[src/rtl/spongent_permute_core.sv]
// Iterative Spongent permutation: one round (counter XOR, S-box layer, pLayer) per clock.
// Optional abort input enabled by defining SPONGENT_PERMUTE_ABORT_EN.
module spongent_permute_core #(
   parameter int                WIDTH     = 88,
   parameter int                ROUNDS    = 45,
   parameter int                LFSR_W    = 6,
   parameter logic [LFSR_W-1:0] LFSR_INIT = LFSR_W'(6'h05),
   parameter logic [LFSR_W-1:0] LFSR_TAPS = LFSR_W'(6'h30)
) (
   input  logic              clk,
   input  logic              rst,
   input  logic              start,
   input  logic [WIDTH-1:0]  state_in,
`ifdef SPONGENT_PERMUTE_ABORT_EN
   input  logic              abort,
`endif
   output logic              ready,
   output logic              busy,
   output logic              done,
   output logic [WIDTH-1:0]  state_out,
   output logic [LFSR_W-1:0] lfsr_out
);

   // Handshake: start is taken on an edge where ready=1; done pulses for one
   // cycle when state_out has just been updated with a new result.

   localparam int              CNT_W = (ROUNDS > 1) ? $clog2(ROUNDS + 1) : 1;
   localparam logic [CNT_W-1:0] LAST = CNT_W'(ROUNDS - 1);

   typedef enum logic {IDLE = 1'b0, RUN = 1'b1} state_t;

   state_t            state_q, state_d;
   logic [WIDTH-1:0]  state_reg;
   logic [LFSR_W-1:0] lfsr, lfsr_next;
   logic [CNT_W-1:0]  cnt;
   logic              load, step, fin, abort_run;
   logic [WIDTH-1:0]  s_ctr, s_sbox, s_perm;

   function automatic logic [3:0] sbox(input logic [3:0] x);
      case (x)
         4'h0: sbox = 4'hE;
         4'h1: sbox = 4'hD;
         4'h2: sbox = 4'hB;
         4'h3: sbox = 4'h0;
         4'h4: sbox = 4'h2;
         4'h5: sbox = 4'h1;
         4'h6: sbox = 4'h4;
         4'h7: sbox = 4'hF;
         4'h8: sbox = 4'h7;
         4'h9: sbox = 4'hA;
         4'hA: sbox = 4'h8;
         4'hB: sbox = 4'h5;
         4'hC: sbox = 4'h9;
         4'hD: sbox = 4'hC;
         4'hE: sbox = 4'h3;
         default: sbox = 4'h6;
      endcase
   endfunction

   // Round counter enters at the low end and, bit-reversed, at the high end.
   always_comb begin
      s_ctr = state_reg;
      for (int i = 0; i < LFSR_W; i++) begin
         s_ctr[i]           = state_reg[i] ^ lfsr[i];
         s_ctr[WIDTH-1-i]   = state_reg[WIDTH-1-i] ^ lfsr[i];
      end
   end

   always_comb begin
      s_sbox = '0;
      for (int n = 0; n < WIDTH / 4; n++) begin
         s_sbox[4*n +: 4] = sbox(s_ctr[4*n +: 4]);
      end
   end

   always_comb begin
      s_perm = '0;
      for (int j = 0; j < WIDTH - 1; j++) begin
         s_perm[(j * (WIDTH / 4)) % (WIDTH - 1)] = s_sbox[j];
      end
      s_perm[WIDTH-1] = s_sbox[WIDTH-1];
   end

   assign lfsr_next = {lfsr[LFSR_W-2:0], ^(lfsr & LFSR_TAPS)};

   always_ff @(posedge clk or posedge rst) begin
      if (rst) state_q <= IDLE;
      else     state_q <= state_d;
   end

   always_comb begin
      state_d   = state_q;
      load      = 1'b0;
      step      = 1'b0;
      fin       = 1'b0;
      abort_run = 1'b0;
      case (state_q)
         IDLE: begin
            if (start) begin
               load    = 1'b1;
               state_d = RUN;
            end
         end
         RUN: begin
`ifdef SPONGENT_PERMUTE_ABORT_EN
            if (abort) begin
               abort_run = 1'b1;
               state_d   = IDLE;
            end else begin
`else
            begin
`endif
               step = 1'b1;
               if (cnt == LAST) begin
                  fin     = 1'b1;
                  state_d = IDLE;
               end
            end
         end
         default: state_d = IDLE;
      endcase
   end

   always_ff @(posedge clk or posedge rst) begin
      if (rst) begin
         state_reg <= '0;
         state_out <= '0;
         lfsr      <= LFSR_INIT;
         cnt       <= '0;
         done      <= 1'b0;
      end else begin
         done <= fin;
         if (load) begin
            state_reg <= state_in;
            lfsr      <= LFSR_INIT;
            cnt       <= '0;
         end else if (abort_run) begin
            lfsr <= LFSR_INIT;
            cnt  <= '0;
         end else if (step) begin
            state_reg <= s_perm;
            lfsr      <= lfsr_next;
            cnt       <= cnt + CNT_W'(1);
            if (fin) state_out <= s_perm;
         end
      end
   end

   assign ready    = (state_q == IDLE);
   assign busy     = (state_q == RUN);
   assign lfsr_out = lfsr;

endmodule
[config.mk]
export PLATFORM = sky130hd
export DESIGN_NAME = spongent_permute_core
export DESIGN_NICKNAME = d
export VERILOG_FILES = /design/src/rtl/spongent_permute_core.sv
export SDC_FILE = /design/constraint.sdc
export NUM_CORES = 1
export LEC_CHECK = 0
export ABC_AREA = 1
export CAP_MARGIN = 20
export CORE_AREA = 2 2 142 144
export DETAILED_ROUTE_END_ITERATION = 8
export DIE_AREA = 0 0 144 146
export GPL_TIMING_DRIVEN = 1
export PLACE_DENSITY_LB_ADDON = 0.3
export SLEW_MARGIN = 20
export SYNTH_ARGS = -nofsm -noshare
export SYNTH_HDL_FRONTEND = slang
export SYNTH_SLANG_ARGS = --single-unit
export TNS_END_PERCENT = 50
[constraint.sdc]
create_clock -name clk -period 18.7 [get_ports clk]
set_input_delay 3.74 -clock clk [delete_from_list [all_inputs] [get_ports clk]]
set_output_delay 3.74 -clock clk [all_outputs]
set_load 0.01 [all_outputs]
==> impl_metrics.env, run 1 <==
export IMPL_yosys_warnings=0
export IMPL_wirelength_um=32400
export IMPL_fin_worst_skew_ns=0.00887
export IMPL_globalRouteMet3Util_pct=6.42
export IMPL_fin_crit_sh_pct=33.2
export IMPL_synth_seq_cells=190
export IMPL_chipHeight_um=146
export IMPL_place_hpwl_um=22800
export IMPL_p_int_mw=1.41
export IMPL_gp_congestion=0.944
export IMPL_critPathSlowestCell="clkinv_1"
export IMPL_finalWorstSetupSlack_ns=12.50
export IMPL_vias=10800
export IMPL_max_stage_delay_ns=1.00
export IMPL_placementRows=51
export IMPL_die_w_um=144
export IMPL_root_buffer="clkbuf_16"
export IMPL_vias_per_cell=5.65
export IMPL_syn_nets=1657
export IMPL_endpoint_kind="register"
export IMPL_numCtsBuffers=17
export IMPL_syn_inst=1482
export IMPL_cp_depth=8
export IMPL_period_needed_ns=6.20
export IMPL_cts_tree="yes"
export IMPL_power_switching_mw=1.32
export IMPL_grt_pass1_wl_um=51700
export IMPL_status="complete, no violations"
export IMPL_pre_cts_ws_ns=12.11
export IMPL_hold_path_class="register to register"
export IMPL_placed_area_um2=13300
export IMPL_worstMarginPinSlew_ns=1.02
export IMPL_synth_top_area_share_pct=41.7
export IMPL_grt_pass1_vias=10200
export IMPL_cts_buffer_depth=2
export IMPL_fp_dieArea_um2=21000
export IMPL_routedWlPerCell_um=16.9
export IMPL_area_growth_pct=23.3
export IMPL_syn_area_per_cell_um2=7.60
export IMPL_max_freq_ghz=0.161
export IMPL_grtUsageMet2_pct=47.2
export IMPL_powerDensity_nw_per_um2=196
export IMPL_relSlewSlack_pct=31.6
export IMPL_postCtsSetupBuffers=0
export IMPL_fin_nets=1817
export IMPL_grt_util_met1_pct=43.7
export IMPL_pwr_share_comb_pct=55.3
export IMPL_grt_overflow_total=0
export IMPL_power_leakage_nw=6.84
export IMPL_ant_nets=0
export IMPL_cp_cell_sequence="clkdlybuf4s50_1, inv_1, nand2_2, buf_4, clkinv_1, a22o_1, inv_1, nand2_1"
export IMPL_antenna_found_initial=0
export IMPL_reg2regPathDepth=9
export IMPL_fin_area_um2=13900
export IMPL_diodes=0
export IMPL_utilization_pct=71.9
export IMPL_maxSlewViolCount=0
export IMPL_crit_fanout=71
export IMPL_synthesis_area_um2=11300
export IMPL_hold_viol=0
export IMPL_ys_seq_area_share_pct=42.2
export IMPL_busiest_layer="met2"
export IMPL_fin_tns_setup_ns=0
export IMPL_drive_gt1_share_pct=2.84
export IMPL_grt_usage_pct=31.4
export IMPL_ys_types=25
export IMPL_crit_top_cell="inv_1"
export IMPL_ios=188
export IMPL_cp_start_kind="primary input"
export IMPL_peakVddDrop_mv=0.104
export IMPL_synth_area_leaders="dfrtp_1, nand2_1, ha_1, o21ai_0, inv_1"
export IMPL_io_buffers=187
export IMPL_cts_sinks=190
export IMPL_start_util_pct=58.3
export IMPL_clk_latency_ns=0.45
export IMPL_num_fill_cells=1522
export IMPL_dr_pass1_iters=6
export IMPL_postCtsHoldBufs=0
export IMPL_worstPathArrival_ns=6.53
export IMPL_min_path_cells=2
export IMPL_path_delay_family="buffers and inverters"
export IMPL_criticalPathCategory="primary input to register"
export IMPL_htree_levels=4
export IMPL_switching_share_pct=48.2
export IMPL_finalSetupViolCount=0
export IMPL_p_clk_share_pct=14.0
export IMPL_post_cts_resized=0
export IMPL_max_cap_violations=0
export IMPL_rrSetupSlack_ns=14.63
export IMPL_clk_pin_slew_ns=0.07
export IMPL_rsz0062_at_grt="false"
export IMPL_grt_max_degree=124
export IMPL_critPathRequiredTime_ns=19.03
export IMPL_drt_iter0_markers=1116
export IMPL_synth_top_cell_by_area="dfrtp_1"
export IMPL_coreArea_um2=19300
export IMPL_seqPwrFrac_pct=30.7
export IMPL_cp_num_buf_inv=5
export IMPL_drc=0
## metal layers
metal | share of wire (%) | vias up | wire [µm]
li1 | - | 5079 | -
met1 | 42 | 5110 | 13500
met2 | 45 | 565 | 14600
met3 | 9.4 | 89 | 3060
met4 | 4.0 | 0 | 1300
met5 | 0 | - | 0
## kinds of logic (layout without fill, tap and decap cells)
kind of cell	count (synthesis)	in the layout	share of synthesized area [%]
AND/OR/NAND/NOR	663	663	23.3
AO/OA/AOI/OAI	303	303	15.4
buffers and inverters	213	385	7.54
flip-flops	190	190	42.2
adder cells (fa/ha/maj)	84	84	9.33
XOR/XNOR	29	29	2.25
## worst paths after layout
check                                   start       endpoint
worst max-delay path                    start   state_reg[3]
worst min-delay path            state_out[23]  state_out[23]
max in group asynchronous                 rst           busy
worst max register to register           busy   state_reg[3]
min in group asynchronous                 rst   state_out[2]
worst min register to register  state_out[23]  state_out[23]
## power groups by stage
stage | Sequential [mW] | Clock [mW] | Combinational, mW
detailed placement | 0.834 | 0 | 1.47
floorplan | 0.814 | 0 | 0.920
CTS | 0.833 | 0.381 | 1.49
finish | 0.839 | 0.381 | 1.51
global route | 0.866 | 0.397 | 1.69
global placement | 0.828 | 0 | 1.41
## cell usage after synthesis (all sizes together)
cell type,n
nand2,526
o21ai,200
dfrtp,188
inv,159
nand3,89
ha,84
nor2,40
o211ai,39
clkbuf,38
o21bai,37
xor2,26
buf,15
a21oi,13
o22ai,10
nor3,6
a22o,3
xnor2,3
dfstp,2
nand4,2
a22oi,1
clkinv,1
## cells in the final DEF, fill, tap and decap left out
master,instances
a22o_1,3
xor2_1,26
dfrtp_1,187
o21ai_1,2
dfstp_2,2
nor3_4,1
nor3_1,5
clkdlybuf4s50_1,187
clkinv_2,4
xnor2_1,3
nor2_1,39
clkinvlp_4,2
nand2_1,525
clkbuf_8,3
clkbuf_1,1
a22oi_1,1
ha_1,84
nor2_2,1
nand3_1,89
o211ai_1,39
nand2_2,1
o21bai_1,37
o21ai_0,198
clkinv_1,1
inv_1,155
clkbuf_16,17
buf_4,7
bufinv_16,3
a21oi_1,13
inv_8,1
inv_2,2
o22ai_1,10
nand4_1,2
dfrtp_2,1
clkinv_4,2
## cell type report
class / instances / area, µm² / area share, %
Sequential cell: 190 / 4760 / 34.2
Tap cell: 265 / 332 / 2.39
Clock buffer: 21 / 470 / 3.38
Timing Repair Buffer: 194 / 1920 / 13.8
Clock inverter: 10 / 138 / 0.990
Inverter: 160 / 609 / 4.38
Multi-Input combinational cell: 1079 / 5670 / 40.8
## worst register-to-register path: cells and delay by family (launching register included)
kind / cells / cell delay, ns
buffers and inverters: 6 / 2.66
AOI/OAI and AO/OA: 1 / 0.49
DFF: 1 / 0.59
and+or+nand+nor: 2 / 0.22
## metrics by stage
step                power [mW]  instances  hold WS [ns]
global route              2.96       1919         0.504
global placement          2.24       1888         0.464
floorplan                 1.73       1482         0.458
finish                    2.73       1919         0.478
detailed placement        2.31       1888         0.457
CTS                       2.70       1919         0.486
Power figures use the tool's default switching activity.
==> inputs of run 2 (changes only) <==
--- a/config.mk
+++ b/config.mk
@@ -7,9 +7,9 @@
 export LEC_CHECK = 0
 export ABC_AREA = 1
 export CAP_MARGIN = 20
-export CORE_AREA = 2 2 142 144
+export CORE_AREA = 2 2 148 150
 export DETAILED_ROUTE_END_ITERATION = 8
-export DIE_AREA = 0 0 144 146
+export DIE_AREA = 0 0 150 152
 export GPL_TIMING_DRIVEN = 1
 export PLACE_DENSITY_LB_ADDON = 0.3
 export SLEW_MARGIN = 20
==> constraint.sdc (replaced) <==
create_clock -name clk -period 6.3 [get_ports clk]
set_input_delay 1.26 -clock clk [delete_from_list [all_inputs] [get_ports clk]]
set_output_delay 1.26 -clock clk [all_outputs]
set_load 0.01 [all_outputs]
==> impl_metrics.env, run 2 (same netlist as run 1, synthesis figures left out) <==
export IMPL_status="complete, no violations"
export IMPL_maxSlewViolCount=0
export IMPL_postCtsSetupBuffers=0
export IMPL_coreArea_um2=21400
export IMPL_critPathSlowestCell="dfrtp_2"
export IMPL_postCtsHoldBufs=0
export IMPL_ios=188
export IMPL_grt_overflow_total=0
export IMPL_hold_path_class="register to register"
export IMPL_power_switching_mw=3.88
export IMPL_drive_gt1_share_pct=3.19
export IMPL_finalSetupViolCount=0
export IMPL_max_cap_violations=0
export IMPL_max_stage_delay_ns=0.76
export IMPL_num_fill_cells=1848
export IMPL_die_w_um=150
export IMPL_cts_buffer_depth=2
export IMPL_area_growth_pct=23.7
export IMPL_htree_levels=4
export IMPL_power_leakage_nw=6.85
export IMPL_worstPathArrival_ns=1.99
export IMPL_r2r_start="busy"
export IMPL_grt_pass1_vias=10100
export IMPL_criticalPathCategory="register to output pin"
export IMPL_hold_viol=0
export IMPL_wirelength_um=32600
export IMPL_grt_pass1_wl_um=51900
export IMPL_clk_latency_ns=0.43
export IMPL_start_util_pct=52.8
export IMPL_place_hpwl_um=23400
export IMPL_drc=0
export IMPL_fin_nets=1822
export IMPL_mostFrequentLayoutCells="nand2_1, o21ai_0, dfrtp_1, clkdlybuf4s50_1, inv_1"
export IMPL_fin_tns_setup_ns=0
export IMPL_routedWlPerCell_um=16.8
export IMPL_seqPwrFrac_pct=31.3
export IMPL_clk_pin_slew_ns=0.07
export IMPL_ant_nets=0
export IMPL_p_int_mw=4.08
export IMPL_cp_cell_sequence="inv_2, clkdlybuf4s50_1"
export IMPL_fin_crit_sh_pct=51.5
export IMPL_rsz0062_at_grt="false"
export IMPL_pwr_share_comb_pct=55.8
export IMPL_chipHeight_um=152
export IMPL_worstMarginPinSlew_ns=1.01
export IMPL_numCtsBuffers=17
export IMPL_p_clk_share_pct=12.8
export IMPL_endpoint_kind="output pin"
export IMPL_cts_sinks=190
export IMPL_placed_area_um2=13400
export IMPL_post_cts_resized=0
export IMPL_diodes=0
export IMPL_fp_dieArea_um2=22800
export IMPL_drt_iter0_markers=890
export IMPL_relSlewSlack_pct=32.7
export IMPL_critPathRequiredTime_ns=5.04
export IMPL_gp_congestion=0.922
export IMPL_grt_max_degree=121
export IMPL_min_from="state_out[23]"
export IMPL_period_needed_ns=3.25
export IMPL_placementRows=54
export IMPL_critPathLaunch="busy"
export IMPL_final_common_cell="nand2_1"
export IMPL_fin_area_um2=13900
export IMPL_cts_tree="yes"
export IMPL_io_buffers=187
export IMPL_grt_usage_pct=28.9
export IMPL_switching_share_pct=48.8
export IMPL_root_buffer="clkbuf_16"
export IMPL_max_freq_ghz=0.308
export IMPL_vias_per_cell=5.52
export IMPL_fin_worst_skew_ns=0.0122
export IMPL_antenna_found_initial=0
export IMPL_peakVddDrop_mv=0.255
export IMPL_vias=10700
export IMPL_crit_fanout=29
export IMPL_dr_pass1_iters=6
export IMPL_cp_start_kind="register"
export IMPL_powerDensity_nw_per_um2=571
[run 2: critical path: cells and delay by family (launching register included)]
kind                   cells  cell delay, ns
DFF                        1            0.76
buffers and inverters      2            0.77
[run 2: area by class of cell]
cell class | count | area (µm²) | area share, %
well taps | 280 | 350 | 2.51
clock inverters | 12 | 90.1 | 0.646
flip-flops and latches | 190 | 4760 | 34.1
multi-input cells | 1079 | 5670 | 40.7
repair buffers | 199 | 2010 | 14.4
clock buffers | 20 | 457 | 3.28
inverters | 160 | 606 | 4.34
[run 2: worst paths after layout]
kind | endpoint | slack, ns | cells after the start
min in group asynchronous | state_reg[7] | 1.15 | 2
worst min register to register | state_out[23] | 0.48 | 2
max in group asynchronous | busy | 4.19 | 3
worst max register to register | state_out[66] | 3.60 | 5
worst min-delay path | state_out[23] | 0.48 | 2
worst max-delay path | ready | 3.05 | 2
[run 2: power by group through the flow]
stage / Combinational [mW] / Sequential [mW] / Clock [mW]
CTS: 4.41 / 2.48 / 1.03
floorplan: 2.73 / 2.42 / 0
global placement: 4.22 / 2.47 / 0
global route: 5.00 / 2.59 / 1.08
finish: 4.44 / 2.49 / 1.02
detailed placement: 4.38 / 2.49 / 0
[run 2: per-stage QoR]
step | util, % | std cells | hold WS, ns | power, mW | worst slack, ns
finish | 65.3 | 1940 | 0.480 | 7.96 | 3.05
global route | 65.3 | 1940 | 0.502 | 8.67 | 3.01
CTS | 65.2 | 1939 | 0.487 | 7.92 | 3.07
detailed placement | 62.6 | 1907 | 0.465 | 6.87 | 2.94
global placement | 62.5 | 1906 | 0.464 | 6.69 | 2.76
floorplan | - | 1482 | 0.458 | 5.15 | 2.59
[run 2: layer usage]
metal	routed length [µm]	vias up	track usage, %
met5	0	-	0
met4	1010	0	10.7
met3	2690	68	4.92
met2	15400	459	46.2
met1	13500	5068	39.5
li1	-	5107	-
==> inputs of run 3 (changes only) <==
--- a/config.mk
+++ b/config.mk
@@ -7,9 +7,9 @@
 export LEC_CHECK = 0
 export ABC_AREA = 1
 export CAP_MARGIN = 20
-export CORE_AREA = 2 2 148 150
+export CORE_AREA = 2 2 155 157
 export DETAILED_ROUTE_END_ITERATION = 8
-export DIE_AREA = 0 0 150 152
+export DIE_AREA = 0 0 157 159
 export GPL_TIMING_DRIVEN = 1
 export PLACE_DENSITY_LB_ADDON = 0.3
 export SLEW_MARGIN = 20
==> constraint.sdc (replaced) <==
create_clock -name clk -period 2.7 [get_ports clk]
set_input_delay 0.54 -clock clk [delete_from_list [all_inputs] [get_ports clk]]
set_output_delay 0.54 -clock clk [all_outputs]
set_load 0.01 [all_outputs]
==> impl_metrics.env, run 3 (same netlist as run 1, synthesis figures left out) <==
export IMPL_status="complete, no violations"
export IMPL_diodes=0
export IMPL_vias=10500
export IMPL_ant_nets=0
export IMPL_max_stage_delay_ns=0.56
export IMPL_vias_per_cell=5.30
export IMPL_power_leakage_nw=6.94
export IMPL_grt_pass1_vias=9902
export IMPL_path_delay_family="buffers and inverters"
export IMPL_mostFrequentLayoutCells="nand2_1, o21ai_0, dfrtp_1, clkdlybuf4s50_1, inv_1"
export IMPL_io_buffers=187
export IMPL_gp_congestion=0.893
export IMPL_layoutNonFillerInstCount=1987
export IMPL_critPathRequiredTime_ns=2.16
export IMPL_powerDensity_nw_per_um2=1320
export IMPL_grt_pass1_wl_um=50900
export IMPL_drt_iter0_markers=853
export IMPL_postCtsHoldBufs=0
export IMPL_drive_gt1_share_pct=3.66
export IMPL_worstMarginPinSlew_ns=0.628
export IMPL_relSlewSlack_pct=57.7
export IMPL_fin_nets=1831
export IMPL_max_freq_ghz=0.447
export IMPL_period_needed_ns=2.24
export IMPL_fp_dieArea_um2=25000
export IMPL_finalSetupViolCount=0
export IMPL_area_growth_pct=25.3
export IMPL_place_hpwl_um=23700
export IMPL_postCtsSetupBuffers=0
export IMPL_cts_tree="yes"
export IMPL_pre_cts_ws_ns=0.648
export IMPL_fin_total_pwr_mw=18.7
export IMPL_finalWorstSetupSlack_ns=0.463
export IMPL_root_buffer="clkbuf_16"
export IMPL_dr_pass1_iters=5
export IMPL_cp_num_buf_inv=2
export IMPL_wirelength_um=32200
export IMPL_htree_levels=4
export IMPL_start_util_pct=48.6
export IMPL_hold_path_class="register to register"
export IMPL_chipHeight_um=159
export IMPL_rsz0062_at_grt="false"
export IMPL_fin_crit_sh_pct=82.9
export IMPL_post_cts_resized=0
export IMPL_dp_cells=1956
export IMPL_timing_hold_ws_ns=0.478
export IMPL_worstPathArrival_ns=1.70
export IMPL_endpoint_kind="output pin"
export IMPL_cts_sinks=190
export IMPL_min_from="state_out[50]"
export IMPL_max_cap_violations=0
export IMPL_placementRows=56
export IMPL_fin_worst_skew_ns=0.00913
export IMPL_final_common_cell="nand2_1"
export IMPL_r2r_start="cnt[0]"
export IMPL_grt_usage_pct=25.9
export IMPL_critPathLaunch="busy"
export IMPL_routedWlPerCell_um=16.2
export IMPL_coreArea_um2=23200
export IMPL_ios=188
export IMPL_die_w_um=157
export IMPL_critPathSlowestCell="clkdlybuf4s50_1"
export IMPL_clk_pin_slew_ns=0.07
export IMPL_crit_fanout=12
export IMPL_grt_max_degree=78
export IMPL_maxSlewViolCount=0
export IMPL_peakVddDrop_mv=0.469
export IMPL_cp_start_kind="register"
export IMPL_criticalPathCategory="register to output pin"
export IMPL_fin_tns_setup_ns=0
export IMPL_drc=0
export IMPL_cp_cell_sequence="inv_2, clkdlybuf4s50_1"
export IMPL_numCtsBuffers=17
export IMPL_hold_viol=0
export IMPL_cts_buffer_depth=2
export IMPL_clk_latency_ns=0.43
export IMPL_antenna_found_initial=0
export IMPL_grt_overflow_total=0
-- run 3: cell types whose count changed in the layout (fill, tap and decap cells not counted) --
cell and change:
bufinv_16 +2, clkinv_2 +1, clkbuf_1 -1, buf_4 +6, nor2_1 +1, buf_12 +5
clkinvlp_4 -3, nor2_2 -1, buf_6 -1, clkbuf_8 -1, inv_6 +1, buf_16 -1
-- run 3: metal layers --
layer,track usage (%),wire [µm]
met1,36.0,14300
met2,40.8,14800
met3,3.78,1990
met4,10.5,1170
met5,0,0
-- run 3: worst reg2reg max path: cells and delay by family, from the launching register on --
family / cells / cell delay [ns]
AOI/OAI and AO/OA: 1 / 0.08
adders and majority gates: 1 / 0.17
buffers and inverters: 4 / 0.72
DFF: 1 / 0.41
and+or+nand+nor: 3 / 0.43
-- run 3: cell type report --
| type | count | area (µm²) |
|---|---|---|
| multi-input combinational | 1079 | 5660 |
| fill | 2026 | 9070 |
| sequential | 190 | 4760 |
| clock buffer | 18 | 439 |
| timing repair buffer | 208 | 2120 |
| tap | 319 | 399 |
| clock inverter | 13 | 141 |
| inverter | 160 | 606 |
-- run 3: final timing paths --
path | depth (start not counted) | slack, ns | endpoint
max | 2 | 0.46 | ready
min | 2 | 0.48 | state_out[50]
max reg2reg | 9 | 0.74 | state_out[76]
min reg2reg | 2 | 0.48 | state_out[50]
max in group asynchronous | 3 | 1.74 | state_out[53]
min in group asynchronous | 3 | 0.60 | state_out[27]
-- run 3: through the flow --
stage	util (%)	cell area, µm²
after global routing	60.9	14100
after floorplan	-	11300
after global placement	58.4	13500
final	60.9	14100
after CTS	60.9	14100
after detailed placement	58.4	13500
-- run 3: where the power goes --
group          switching (mW)  internal (mW)  leakage [nW]
clock                    1.14           1.39         0.290
sequential               1.51           4.29          2.24
combinational            6.29           4.08          4.41
total                    8.94           9.76          6.94
